## src/rtl/gift_sbox_layer_ctrl_if.sv

```systemverilog
// Purpose: bundles the round-datapath, randomness and S-box share buses of the
//          GIFT S-box layer controller.
// Signals:
//   start          begin a layer (sampled only while the controller is idle)
//   st1..st3       input state shares, W = 4*NIBBLES bits each
//   rnd/rnd_valid  fresh 8-bit randomness offered by the RNG
//   rnd_ready      controller consumes rnd this cycle
//   sb_in1..3      share nibble presented to the masked S-box
//   sb_r           randomness presented to the masked S-box
//   sb_out1..3     share nibble returned by the masked S-box
//   res1..res3     output state shares
//   busy/done      layer in progress / one-cycle completion pulse
// Modports: slave = controller, master = surrounding datapath/RNG/S-box.
interface gift_sbox_layer_ctrl_if #(
  parameter int unsigned NIBBLES = 16
);
  localparam int unsigned W = 4 * NIBBLES;

  logic         start;
  logic [W-1:0] st1;
  logic [W-1:0] st2;
  logic [W-1:0] st3;
  logic [7:0]   rnd;
  logic         rnd_valid;
  logic         rnd_ready;
  logic [3:0]   sb_in1;
  logic [3:0]   sb_in2;
  logic [3:0]   sb_in3;
  logic [7:0]   sb_r;
  logic [3:0]   sb_out1;
  logic [3:0]   sb_out2;
  logic [3:0]   sb_out3;
  logic [W-1:0] res1;
  logic [W-1:0] res2;
  logic [W-1:0] res3;
  logic         busy;
  logic         done;

  modport slave (
    input  start, st1, st2, st3, rnd, rnd_valid, sb_out1, sb_out2, sb_out3,
    output rnd_ready, sb_in1, sb_in2, sb_in3, sb_r, res1, res2, res3, busy, done
  );

  modport master (
    output start, st1, st2, st3, rnd, rnd_valid, sb_out1, sb_out2, sb_out3,
    input  rnd_ready, sb_in1, sb_in2, sb_in3, sb_r, res1, res2, res3, busy, done
  );
endinterface

```

## src/rtl/gift_sbox_layer_ctrl.sv

```systemverilog
// Purpose: sequences one GIFT S-box layer (NIBBLES nibbles, 3 shares) through a
//          single free-running masked S-box pipeline of latency SBOX_LAT, one
//          nibble per accepted randomness word, and reassembles the result.
// Ports:
//   clk    rising-edge clock
//   rst_n  asynchronous active-low reset
//   bus    controller side (slave) of gift_sbox_layer_ctrl_if
// Shares are never recombined here: share k only ever feeds sb_ink and resk.
module gift_sbox_layer_ctrl #(
  parameter int unsigned NIBBLES  = 16,
  parameter int unsigned SBOX_LAT = 4
) (
  input  logic                  clk,
  input  logic                  rst_n,
  gift_sbox_layer_ctrl_if.slave bus
);

  localparam int unsigned W  = 4 * NIBBLES;
  localparam int unsigned CW = $clog2(NIBBLES) + 1;
  localparam int unsigned XW = (NIBBLES > 1) ? $clog2(NIBBLES) : 1;
  localparam int unsigned BW = XW + 2;

  typedef enum logic [1:0] {
    IDLE  = 2'd0,
    FEED  = 2'd1,
    DRAIN = 2'd2,
    DONE  = 2'd3
  } state_t;

  state_t                       r_state;
  logic [W-1:0]                 r_st1;
  logic [W-1:0]                 r_st2;
  logic [W-1:0]                 r_st3;
  logic [W-1:0]                 r_res1;
  logic [W-1:0]                 r_res2;
  logic [W-1:0]                 r_res3;
  logic [CW-1:0]                r_feed_idx;
  logic [CW-1:0]                r_cap_cnt;
  logic [SBOX_LAT-1:0]          r_pipe_vld;
  logic [SBOX_LAT-1:0][XW-1:0]  r_pipe_idx;
  logic                         r_busy;
  logic                         r_done;
  logic                         r_rnd_ready;

  logic                         w_inject;
  logic [XW-1:0]                w_feed_nib;
  logic [BW-1:0]                w_feed_lo;
  logic                         w_cap;
  logic [XW-1:0]                w_cap_nib;
  logic [BW-1:0]                w_cap_lo;
  logic [CW-1:0]                w_cap_cnt_nxt;

  // A nibble enters the S-box only on a completed randomness handshake.
  assign w_inject   = r_rnd_ready && bus.rnd_valid;
  assign w_feed_nib = r_feed_idx[XW-1:0];
  assign w_feed_lo  = {w_feed_nib, 2'b00};

  // Pipeline tail marks the cycle in which sb_out* belongs to a real nibble.
  assign w_cap         = r_pipe_vld[SBOX_LAT-1];
  assign w_cap_nib     = r_pipe_idx[SBOX_LAT-1];
  assign w_cap_lo      = {w_cap_nib, 2'b00};
  assign w_cap_cnt_nxt = r_cap_cnt + CW'(w_cap);

  // S-box drive: combinational so the nibble and its randomness meet the
  // S-box in the handshake cycle; zero during bubbles and outside FEED.
  assign bus.sb_in1 = w_inject ? r_st1[w_feed_lo +: 4] : 4'h0;
  assign bus.sb_in2 = w_inject ? r_st2[w_feed_lo +: 4] : 4'h0;
  assign bus.sb_in3 = w_inject ? r_st3[w_feed_lo +: 4] : 4'h0;
  assign bus.sb_r   = w_inject ? bus.rnd : 8'h00;

  assign bus.rnd_ready = r_rnd_ready;
  assign bus.res1      = r_res1;
  assign bus.res2      = r_res2;
  assign bus.res3      = r_res3;
  assign bus.busy      = r_busy;
  assign bus.done      = r_done;

  // Control FSM, in-flight tracking and result capture.
  always_ff @(posedge clk or negedge rst_n) begin
    if (!rst_n) begin
      r_state     <= IDLE;
      r_st1       <= '0;
      r_st2       <= '0;
      r_st3       <= '0;
      r_res1      <= '0;
      r_res2      <= '0;
      r_res3      <= '0;
      r_feed_idx  <= '0;
      r_cap_cnt   <= '0;
      r_pipe_vld  <= '0;
      r_pipe_idx  <= '0;
      r_busy      <= 1'b0;
      r_done      <= 1'b0;
      r_rnd_ready <= 1'b0;
    end else begin
      // The S-box has no enable, so the tracker shifts every cycle.
      r_pipe_vld[0] <= w_inject;
      r_pipe_idx[0] <= w_feed_nib;
      for (int i = 1; i < int'(SBOX_LAT); i++) begin
        r_pipe_vld[i] <= r_pipe_vld[i-1];
        r_pipe_idx[i] <= r_pipe_idx[i-1];
      end

      if (w_cap) begin
        r_res1[w_cap_lo +: 4] <= bus.sb_out1;
        r_res2[w_cap_lo +: 4] <= bus.sb_out2;
        r_res3[w_cap_lo +: 4] <= bus.sb_out3;
        r_cap_cnt             <= w_cap_cnt_nxt;
      end

      r_done <= 1'b0;

      case (r_state)
        IDLE: begin
          if (bus.start) begin
            r_st1       <= bus.st1;
            r_st2       <= bus.st2;
            r_st3       <= bus.st3;
            r_feed_idx  <= '0;
            r_cap_cnt   <= '0;
            r_busy      <= 1'b1;
            r_rnd_ready <= 1'b1;
            r_state     <= FEED;
          end
        end
        FEED: begin
          if (w_inject) begin
            r_feed_idx <= r_feed_idx + CW'(1);
            if (r_feed_idx == CW'(NIBBLES - 1)) begin
              r_rnd_ready <= 1'b0;
              r_state     <= DRAIN;
            end
          end
        end
        DRAIN: begin
          // Look at the post-capture count so done lands right after the last capture.
          if (w_cap_cnt_nxt == CW'(NIBBLES)) begin
            r_busy  <= 1'b0;
            r_done  <= 1'b1;
            r_state <= DONE;
          end
        end
        DONE: begin
          r_state <= IDLE;
        end
        default: begin
          r_state <= IDLE;
        end
      endcase
    end
  end

endmodule

```

## src/flat_wrapper.sv

```systemverilog
// flat-port wrapper written by rule: the top's interface ports become plain ports
module gift_sbox_layer_ctrl_flat 
#(
  parameter int unsigned NIBBLES  = 16,
  parameter int unsigned SBOX_LAT = 4
)
  (clk, rst_n, bus_start, bus_st1, bus_st2, bus_st3, bus_rnd, bus_rnd_valid, bus_sb_out1, bus_sb_out2, bus_sb_out3, bus_rnd_ready, bus_sb_in1, bus_sb_in2, bus_sb_in3, bus_sb_r, bus_res1, bus_res2, bus_res3, bus_busy, bus_done);
  gift_sbox_layer_ctrl_if #(.NIBBLES(NIBBLES)) bus_i ();
  input  logic clk;
  input  logic rst_n;
  input wire logic [$bits(bus_i.start)-1:0] bus_start;
  input wire logic [$bits(bus_i.st1)-1:0] bus_st1;
  input wire logic [$bits(bus_i.st2)-1:0] bus_st2;
  input wire logic [$bits(bus_i.st3)-1:0] bus_st3;
  input wire logic [$bits(bus_i.rnd)-1:0] bus_rnd;
  input wire logic [$bits(bus_i.rnd_valid)-1:0] bus_rnd_valid;
  input wire logic [$bits(bus_i.sb_out1)-1:0] bus_sb_out1;
  input wire logic [$bits(bus_i.sb_out2)-1:0] bus_sb_out2;
  input wire logic [$bits(bus_i.sb_out3)-1:0] bus_sb_out3;
  output wire logic [$bits(bus_i.rnd_ready)-1:0] bus_rnd_ready;
  output wire logic [$bits(bus_i.sb_in1)-1:0] bus_sb_in1;
  output wire logic [$bits(bus_i.sb_in2)-1:0] bus_sb_in2;
  output wire logic [$bits(bus_i.sb_in3)-1:0] bus_sb_in3;
  output wire logic [$bits(bus_i.sb_r)-1:0] bus_sb_r;
  output wire logic [$bits(bus_i.res1)-1:0] bus_res1;
  output wire logic [$bits(bus_i.res2)-1:0] bus_res2;
  output wire logic [$bits(bus_i.res3)-1:0] bus_res3;
  output wire logic [$bits(bus_i.busy)-1:0] bus_busy;
  output wire logic [$bits(bus_i.done)-1:0] bus_done;
  assign bus_i.start = bus_start;
  assign bus_i.st1 = bus_st1;
  assign bus_i.st2 = bus_st2;
  assign bus_i.st3 = bus_st3;
  assign bus_i.rnd = bus_rnd;
  assign bus_i.rnd_valid = bus_rnd_valid;
  assign bus_i.sb_out1 = bus_sb_out1;
  assign bus_i.sb_out2 = bus_sb_out2;
  assign bus_i.sb_out3 = bus_sb_out3;
  assign bus_rnd_ready = bus_i.rnd_ready;
  assign bus_sb_in1 = bus_i.sb_in1;
  assign bus_sb_in2 = bus_i.sb_in2;
  assign bus_sb_in3 = bus_i.sb_in3;
  assign bus_sb_r = bus_i.sb_r;
  assign bus_res1 = bus_i.res1;
  assign bus_res2 = bus_i.res2;
  assign bus_res3 = bus_i.res3;
  assign bus_busy = bus_i.busy;
  assign bus_done = bus_i.done;
  gift_sbox_layer_ctrl #(.NIBBLES(NIBBLES), .SBOX_LAT(SBOX_LAT)) u_core (.clk(clk), .rst_n(rst_n), .bus(bus_i));
endmodule
```

## config.mk

```make
export PLATFORM = sky130hd
export DESIGN_NAME = gift_sbox_layer_ctrl_flat
export DESIGN_NICKNAME = d
export VERILOG_FILES = /design/src/rtl/gift_sbox_layer_ctrl_if.sv /design/src/rtl/gift_sbox_layer_ctrl.sv /design/src/flat_wrapper.sv
export SDC_FILE = /design/constraint.sdc
export NUM_CORES = 1
export LEC_CHECK = 0
export BUFFER_PORTS_ARGS = -buffer_cell sky130_fd_sc_hd__buf_2
export CAP_MARGIN = 10
export CELL_PAD_IN_SITES_DETAIL_PLACEMENT = 0
export CELL_PAD_IN_SITES_GLOBAL_PLACEMENT = 1
export CORE_MARGIN = 3
export CORE_UTILIZATION = 44
export DETAILED_ROUTE_END_ITERATION = 8
export GPL_ROUTABILITY_DRIVEN = 0
export GPL_TIMING_DRIVEN = 1
export PLACE_DENSITY = 0.77
export SLEW_MARGIN = 15
export SYNTH_ARGS = -nofsm -noshare
export SYNTH_HDL_FRONTEND = slang
export SYNTH_SLANG_ARGS = --single-unit
```

## constraint.sdc

```tcl
create_clock -name clk -period 2.5 [get_ports clk]
set_input_delay 0.5 -clock clk [delete_from_list [all_inputs] [get_ports clk]]
set_output_delay 0.5 -clock clk [all_outputs]
set_load 0.01 [all_outputs]
```

### After elaboration in Yosys (flattened, before gate mapping)

Cells that the tools add are included.

| operators by class | value |
|---|---|
| equality and inequality tests | 9 |
| shift operators | 7 |
| add/sub/neg operators | 3 |
| reductions and logical operators | 9 |
| mux-type cells | 26 |

Operators with widths:

| operator | count |
|---|---|
| bitwise mux 64 bit | 3 |
| indexed part select 4 x 8 -> 64 bit | 3 |
| indexed part select 64 x 7 -> 4 bit | 3 |
| variable shift 4 x 8 -> 64 bit, first input constant | 1 |
| two-way mux 5 bit | 5 |
| two-way mux 4 bit | 3 |
| one-hot mux 5 bit (2 select lines) | 1 |
| two-way mux 2 bit | 4 |
| two-way mux 8 bit | 1 |
| negation 6 -> 8 bit | 1 |
| one-hot mux 2 bit (4 select lines) | 1 |
| AND reduction 4 bit | 2 |
| two-way mux 1 bit | 6 |
| inequality test 2 x 1 -> 1 bit, second input constant | 3 |
| AND reduction 3 bit | 2 |
| adder 5 x 1 -> 5 bit | 1 |
| adder 5 x 1 -> 5 bit, second input constant | 1 |
| == test 5 x 4 -> 1 bit, second input constant | 1 |
| == test 5 bit, second input constant | 1 |
| == test 2 bit, second input constant | 2 |
| one-hot mux 1 bit (2 select lines) | 2 |
| nonzero test 2 bit | 2 |
| == test 2 x 1 -> 1 bit, second input constant | 1 |
| zero test 2 bit | 1 |
| other kinds (3) | 3 |

| word-level totals | value |
|---|---|
| output and inout port bits | 215 |
| input bits | 216 |
| register bits after elaboration | 419 |
| word-level logic and storage cells | 71 |

### Longest topological paths before layout

Gate-level depths: netlist of the first run.

| logic depth | value |
|---|---|
| word-level depth | 4 |
| depth in mapped cells | 9 |
| mapped depth without buffers | 7 |

### Worst setup path before layout of the first run

No wires, ideal clock.

| timing path | value |
|---|---|
| path type | register to register |
| start point | register u_core.r_pipe_idx, in the netlist u_core.w_cap_nib[0] |
| end point | register u_core.r_res1[40], in the netlist u_core.bus.res1[40] |
| buffers on the path | 2 |
| required time | 2,375 ps |
| path slack | 214 ps |
| setup time | 125 ps |
| period minus slack after synthesis | 2,286 ps |
| arrival time | 2,161 ps |
| cell stages (with the launch flop) | 10 |
| path through | dfrtp_1 buf_2 inv_1 ha_1 or2_1 o21ai_2 nand3_2 nor3b_4 buf_12 mux2_4 |

| on the way | value |
|---|---|
| word-level cells in the longest chain between the ends | 3 |
| elaborated cells between the ends (all ways) | 4 |
| classes of those cells | 1 x add/sub; 2 x shift; 1 x mux |

RTL lines:

| what | RTL line | source |
|---|---|---|
| start: declaration | gift_sbox_layer_ctrl.sv:40 | `logic [SBOX_LAT-1:0][XW-1:0] r_pipe_idx;` |
| start signal: indexed assignment | gift_sbox_layer_ctrl.sv:101 | `r_pipe_idx[i] <= r_pipe_idx[i-1];` |
| negation 6 -> 8 bit (*) | gift_sbox_layer_ctrl.sv:105 | `r_res1[w_cap_lo +: 4] <= bus.sb_out1;` |
| indexed part select 4 x 8 -> 64 bit or variable shift 4 x 8 -> 64 bit (tied branches) | gift_sbox_layer_ctrl.sv:105 |  |
| bitwise mux 64 bit (*) | gift_sbox_layer_ctrl.sv:105 |  |
| end signal: indexed assignment | gift_sbox_layer_ctrl.sv:105 |  |
| end: declaration | gift_sbox_layer_ctrl.sv:34 | `logic [W-1:0] r_res1;` |

Mark *: on every way between the ends. The rest lies on a longest branch, timed or not.
A chain may end at the register's enable or synchronous reset.

### Worst setup path after layout of the first run

| timing path | value |
|---|---|
| start point | register u_core.r_feed_idx[0] |
| end point | output bus_sb_in3[3] |

| on the way | value |
|---|---|
| word-level cells in the longest chain between the ends | 2 |

RTL lines:

| what | RTL line | source |
|---|---|---|
| start: declaration | gift_sbox_layer_ctrl.sv:37 | `logic [CW-1:0] r_feed_idx;` |
| start signal: assignment | gift_sbox_layer_ctrl.sv:128 | `r_feed_idx <= r_feed_idx + CW'(1);` |
| indexed part select 64 x 7 -> 4 bit | gift_sbox_layer_ctrl.sv:68 | `assign bus.sb_in3 = w_inject ? r_st3[w_feed_lo +: 4] : 4'h0;` |
| two-way mux 4 bit | gift_sbox_layer_ctrl.sv:68 |  |
| end: declaration | flat_wrapper.sv:23 | `output wire logic [$bits(bus_i.sb_in3)-1:0] bus_sb_in3;` |

Every way passes these cells.

==> results.yml, run 1 <==
clock_tree:
  clk_pin_slew_ns: 0.06
  worstSkewPairLatency_ns: 0.57
  cts_sinks: 419
  htree_levels: 2
  cts_buffer_depth: 3
  cts_tree: "done"
  root_buffer: "clkbuf_16"
  cts_made_buffers: 45
die:
  core_um2: 39300
  die_area_um2: 42800
  die_w_um: 207
  dieHeight_um: 207
  ioPinCount: 431
  start_util_pct: 45.2
  rows: 72
timing:
  max-slew-margin-rel_pct: 56.0
  setup_slack_ns: -0.357
  report.final.slew_viol_count: 0
  hold_violations: 0
  post-route-period-util_pct: 114
  fin_crit_ns: 2.86
  fmax_mhz: 350
  rsz0062_at_grt: "true"
  whs_ns: 0.161
  skew_ns: 0.0137
  finalSetupViolCount: 12
  worstMarginPinSlew_ns: 0.658
setup_path:
  worst_ep_required_time_ns: 2.00
  worstPathArrival_ns: 2.36
  endpoint_kind: "primary output"
  rr_startpoint: "u_core.r_feed_idx[0]$_DFFE_PN0P_"
  critPathKind: "flop to primary output"
  r2r_setup_slack_ns: 0.10
  reg2reg_depth: 10
  start_kind: "flop"
  cp_max_fo: 7
  r2r_end: "u_core.r_state[1]$_DFFE_PN0P_"
  cp-endpoint: "bus_sb_in3[3]"
  critPathLaunch: "u_core.r_feed_idx[0]$_DFFE_PN0P_"
route:
  drc: 0
  avgRoutedWirePerCell_um: 21.8
  dr.first_iter.drc_count: 540
  drt_pre_antenna_iters: 5
  via_per_inst: 5.32
  drtAntennaViolNets: 0
  vias: 11800
  routed_wl_um: 48400
yosys:
  ys_warn_count: 0
  yosys.area.top_type_share_pct: 59.0
  async_reset_ff_share_pct: 100
  ys_seq_elements: 419
  synth_top_flop_cell: "dfrtp_1"
  synthCells: 1188
  synth_edf_count: 0
  ys_types: 46
  synth_fp_nets: 1415
  netlist.top_cell.by_area: "dfrtp_1"
  ys_seq_area_share_pct: 59.0
  synth_area_um2: 17800
  synth_area_per_cell_um2: 15.0
  yosysMostFrequentCell: "dfrtp_1"
  netlist_top_cells_area: "dfrtp_1 (59%), mux2_2 (22%), mux4_2 (6.1%)"
  netlist_top_cells_count: "dfrtp_1 (419), mux2_2 (345), nand2_1 (68)"
pwr:
  finalPower_uw: 27000
  ir_drop_mv: 0.658
  leakage_uw: 0.0109
  power_density_nw_per_um2: 1200
placed_design:
  placed_cells: 2118
  dp_slack_ns: 0.0620
  io_buffers: 430
  dp_hpwl_um: 34900
  placed_cell_area_um2: 20800
job:
  maxCapViolCount: 0
final_layout:
  nets: 1889
  stdcell_count: 2222
  filler_cell_count: 3286
  final_layout_size_suffix_gt1_share_pct: 59.2
  synthToLayoutAreaGrowth_pct: 27.3
  design_area_um2: 22600
grt:
  grt_antenna_before_repair: 18
  track_usage_pct: 22.2
  grt_pass1_vias: 12200
  grt_remaining_overflow: 0
  grt_pass1_wl_um: 71700
  grt_max_degree: 80
run_status:
  violations: "setup timing"
  outcome: "finished, violations left"
min_path:
  min_path_type: "input pin to flop"
-- worst max-delay path, stage by stage (launching register included) --
cell and delay, ns:
dfrtp_4 0.54, buf_12 0.16, buf_16 0.13, mux4_2 0.50, mux2i_1 0.15, o22ai_1 0.13, buf_2 0.17
-- cells by family after synthesis --
logic type,share of synthesized area (%)
compound gates,1.91
flops,59.0
xor+xnor,0.338
mux,30.8
fa+ha+maj,0.775
buf+inv,2.54
simple gates,4.66
-- power by group --
| group | switching, µW | total (µW) | internal, µW |
|---|---|---|---|
| clock network | 2660 | 6620 | 3950 |
| registers | 1500 | 10900 | 9390 |
| logic | 4270 | 9530 | 5260 |
| total | 8430 | 27000 | 18600 |
-- layout make-up --
class	count	area [µm²]	share of cell area [%]
Sequential cell	419	10500	46.4
Timing Repair Buffer	502	3010	13.3
Multi-Input combinational cell	678	6920	30.6
Clock inverter	14	153	0.675
Clock buffer	66	1320	5.83
Inverter	16	60.1	0.266
Antenna cell	9	22.5	0.0996
Tap cell	518	648	2.87
-- stage by stage --
stage	TNS [ns]	util, %
2_1_floorplan	0	-
3_3_place_gp	0	53.0
3_5_place_dp	0	53.0
4_1_cts	-4.37	57.3
5_1_grt	-5.05	57.6
6_report	-3.94	57.6
-- placed cells by master (no fill, tap or decap), drive strengths merged, types with 2 or more instances in the layout --
master	synthesis	routed
ha	11	11
buf	50	500
a31oi	2	2
nand2b	6	6
a21o	4	4
o31ai	3	3
and3	22	22
xor2	4	4
and2	6	6
diode	0	9
nor3	11	11
mux4	48	48
xnor2	2	2
mux2	355	355
nor2	27	27
clkinv	0	10
nor2b	2	2
nand4	7	7
inv	16	17
nand2	69	69
a21oi	9	9
o22ai	12	12
o21ai	18	18
dfrtp	419	419
bufinv	0	3
or2	2	2
nor3b	2	2
mux2i	35	35
nand3	14	14
clkbuf	25	67
-- registers in the layout, summed over array words and instances, names as in the netlist --
register and flops:
u_core.r_pipe_vld 4, u_core.r_st3 64, u_core.r_state 2, u_core.r_st2 64
u_core.r_feed_idx 5, u_core.bus.rnd_ready 1, u_core.w_cap_nib 4, u_core.r_st1 64
u_core.bus.done 1, u_core.bus.busy 1, u_core.r_cap_cnt 5, u_core.r_pipe_idx 12
u_core.bus.res1 64, u_core.bus.res2 64, u_core.bus.res3 64
-- timing repair --
item | 4_1_cts | 5_1_grt
hold buffers | 1 | 0
endpoints found under the hold margin | 42 | 0
resized for setup | 15 | 10
setup buffers | 7 | 4
cloned | 2 | 1
endpoints found under the setup margin | 12 | 36
pin swaps | 2 | 1
-- worst min path at each step --
| stage | start | endpoint | slack, ns | cells after the start |
|---|---|---|---|---|
| after floorplan | rst_n | u_core.bus.busy$_DFFE_PN0P_ | 0.20 | 0 |
| after global placement | u_core.r_pipe_vld[1]$_DFF_PN0_ | u_core.r_pipe_vld[2]$_DFF_PN0_ | 0.33 | 0 |
| after detailed placement | u_core.r_pipe_vld[0]$_DFF_PN0_ | u_core.r_pipe_vld[1]$_DFF_PN0_ | 0.34 | 0 |
| after CTS | bus_st2[42] | u_core.r_st2[42]$_DFFE_PN0P_ | 0.13 | 2 |
| after global routing | bus_st1[23] | u_core.r_st1[23]$_DFFE_PN0P_ | 0.13 | 2 |
| final | bus_st1[15] | u_core.r_st1[15]$_DFFE_PN0P_ | 0.16 | 2 |
-- metal layers --
metal	GRT usage (%)	share of wire (%)
met1	27.2	39
met2	37.1	49
met3	7.01	8.3
met4	8.16	3.3
met5	0	0.26
(Power assumes the default switching activity.)
==> inputs of run 2 (changes only) <==
--- a/config.mk
+++ b/config.mk
@@ -15,6 +15,8 @@
 export GPL_ROUTABILITY_DRIVEN = 0
 export GPL_TIMING_DRIVEN = 1
 export PLACE_DENSITY = 0.77
+export RECOVER_POWER = 25
+export SETUP_SLACK_MARGIN = 0.2
 export SLEW_MARGIN = 15
 export SYNTH_ARGS = -nofsm -noshare
 export SYNTH_HDL_FRONTEND = slang
==> results.yml, run 2 (same netlist as run 1, synthesis figures left out) <==
min_path:
  min_path_type: "input pin to flop"
setup_path:
  path_cells: "buf_12 > buf_16 > mux4_2 > mux2i_1 > o22ai_1 > buf_2"
  cp_max_fo: 7
  endpoint_kind: "primary output"
  critPathKind: "flop to primary output"
  worst_ep_required_time_ns: 2.00
  start_kind: "flop"
  slowest_delay_ns: 0.54
  worstPathArrival_ns: 2.36
  slowest_stage: "dfrtp_4"
pwr:
  leakage_uw: 0.0109
  ir_drop_mv: 0.657
  finalPower_uw: 27100
  power_density_nw_per_um2: 1200
placed_design:
  dp_hpwl_um: 34900
  placed_cells: 2118
  io_buffers: 430
grt:
  grt_remaining_overflow: 0
  track_usage_pct: 22.2
  grt_pass1_vias: 12200
  grt_antenna_before_repair: 18
  grt_max_degree: 80
  grt_pass1_wl_um: 71800
timing:
  rsz0062_at_grt: "true"
  whs_ns: 0.159
  max-slew-margin-rel_pct: -1.51
  skew_ns: 0.0156
  hold_violations: 0
  finalSetupViolCount: 12
  worstMarginPinSlew_ns: 1.52
  finalSetupTns_ns: -3.95
  fmax_mhz: 350
  setup_slack_ns: -0.358
  report.final.slew_viol_count: 48
  fin_crit_ns: 2.86
  post-route-period-util_pct: 114
die:
  ioPinCount: 431
  core_um2: 39300
  die_area_um2: 42800
  start_util_pct: 45.2
  dieHeight_um: 207
  die_w_um: 207
  rows: 72
route:
  drtAntennaViolNets: 0
  drt_pre_antenna_iters: 5
  routed_wl_um: 48400
  vias: 11800
  avgRoutedWirePerCell_um: 21.8
  dr.first_iter.drc_count: 522
  drc: 0
  via_per_inst: 5.31
final_layout:
  synthToLayoutAreaGrowth_pct: 27.3
  final_layout_size_suffix_gt1_share_pct: 59.4
  stdcell_count: 2223
  nets: 1890
  final_common_cell: "buf_2"
  layout_common_cells: "buf_2 (428), dfrtp_1 (416), mux2_2 (345)"
  fin_util_pct: 57.6
clock_tree:
  cts_buffer_depth: 3
  cts_tree: "done"
  clk_pin_slew_ns: 0.06
  root_buffer: "clkbuf_16"
  cts_made_buffers: 45
  htree_levels: 2
  worstSkewPairLatency_ns: 0.57
  cts_sinks: 419
run_status:
  outcome: "finished, violations left"
  violations: "capacitance limit, slew limit, setup timing"
job:
  maxCapViolCount: 1
## run 2: power breakdown
part	internal, µW	total, µW	leakage, µW	switching (µW)
sequential	9390	10900	0.00519	1500
combinational	5280	9560	0.00500	4280
clock	3950	6630	0.000730	2670
## run 2: per-layer routing
layer	wire length, µm	track usage, %	vias up
met4	1660	8.16	20
met5	126	0	-
li1	-	-	5238
met1	18900	27.2	6005
met3	3870	7.01	113
met2	23900	37.1	432
## run 2: what timing repair did
item | 4_1_cts | 5_1_grt
gates cloned | 2 | 1
hold endpoints to repair | 42 | 0
gates resized for setup | 17 | 13
buffers inserted | 7 | 5
pin swaps | 2 | 2
setup endpoints to repair | 36 | 70
hold buffers | 1 | 0
## run 2: cell type report
type	instances	area, µm²
Sequential cell	419	10500
Multi-Input combinational cell	678	6950
Fill cell	3284	16700
Clock buffer	66	1320
Tap cell	518	648
Clock inverter	14	153
Timing Repair Buffer	503	2990
Antenna cell	9	22.5
Inverter	16	60.1
## run 2: path summary, 6_finish.rpt
check	startpoint	end	slack, ns	depth (start not counted)
setup / recovery	u_core.r_feed_idx[0]$_DFFE_PN0P_	bus_sb_in3[3]	-0.36	6
hold / removal	bus_st1[15]	u_core.r_st1[15]$_DFFE_PN0P_	0.16	2
setup reg to reg	u_core.r_feed_idx[0]$_DFFE_PN0P_	u_core.r_state[1]$_DFFE_PN0P_	0.14	10
hold reg to reg	u_core.r_pipe_idx[9]$_DFF_PN0_	u_core.w_cap_nib[1]$_DFF_PN0_	0.34	0
max in group asynchronous	rst_n	u_core.r_feed_idx[0]$_DFFE_PN0P_	0.11	4
min in group asynchronous	rst_n	u_core.bus.res3[7]$_DFFE_PN0P_	0.86	2
## run 2: critical path, delay by kind of cell, from the launching register on
kind                   cells  cell delay [ns]
muxes                      2             0.65
buffers and inverters      3             0.46
DFF                        1             0.54
AOI/OAI and AO/OA          1             0.13
## run 2: metrics by stage
stage,cell area (µm²),setup slack [ns]
floorplan,17800,0.214
global placement,20800,0.0924
detailed placement,20800,0.0620
CTS,22500,-0.392
global route,22600,-0.463
finish,22600,-0.358
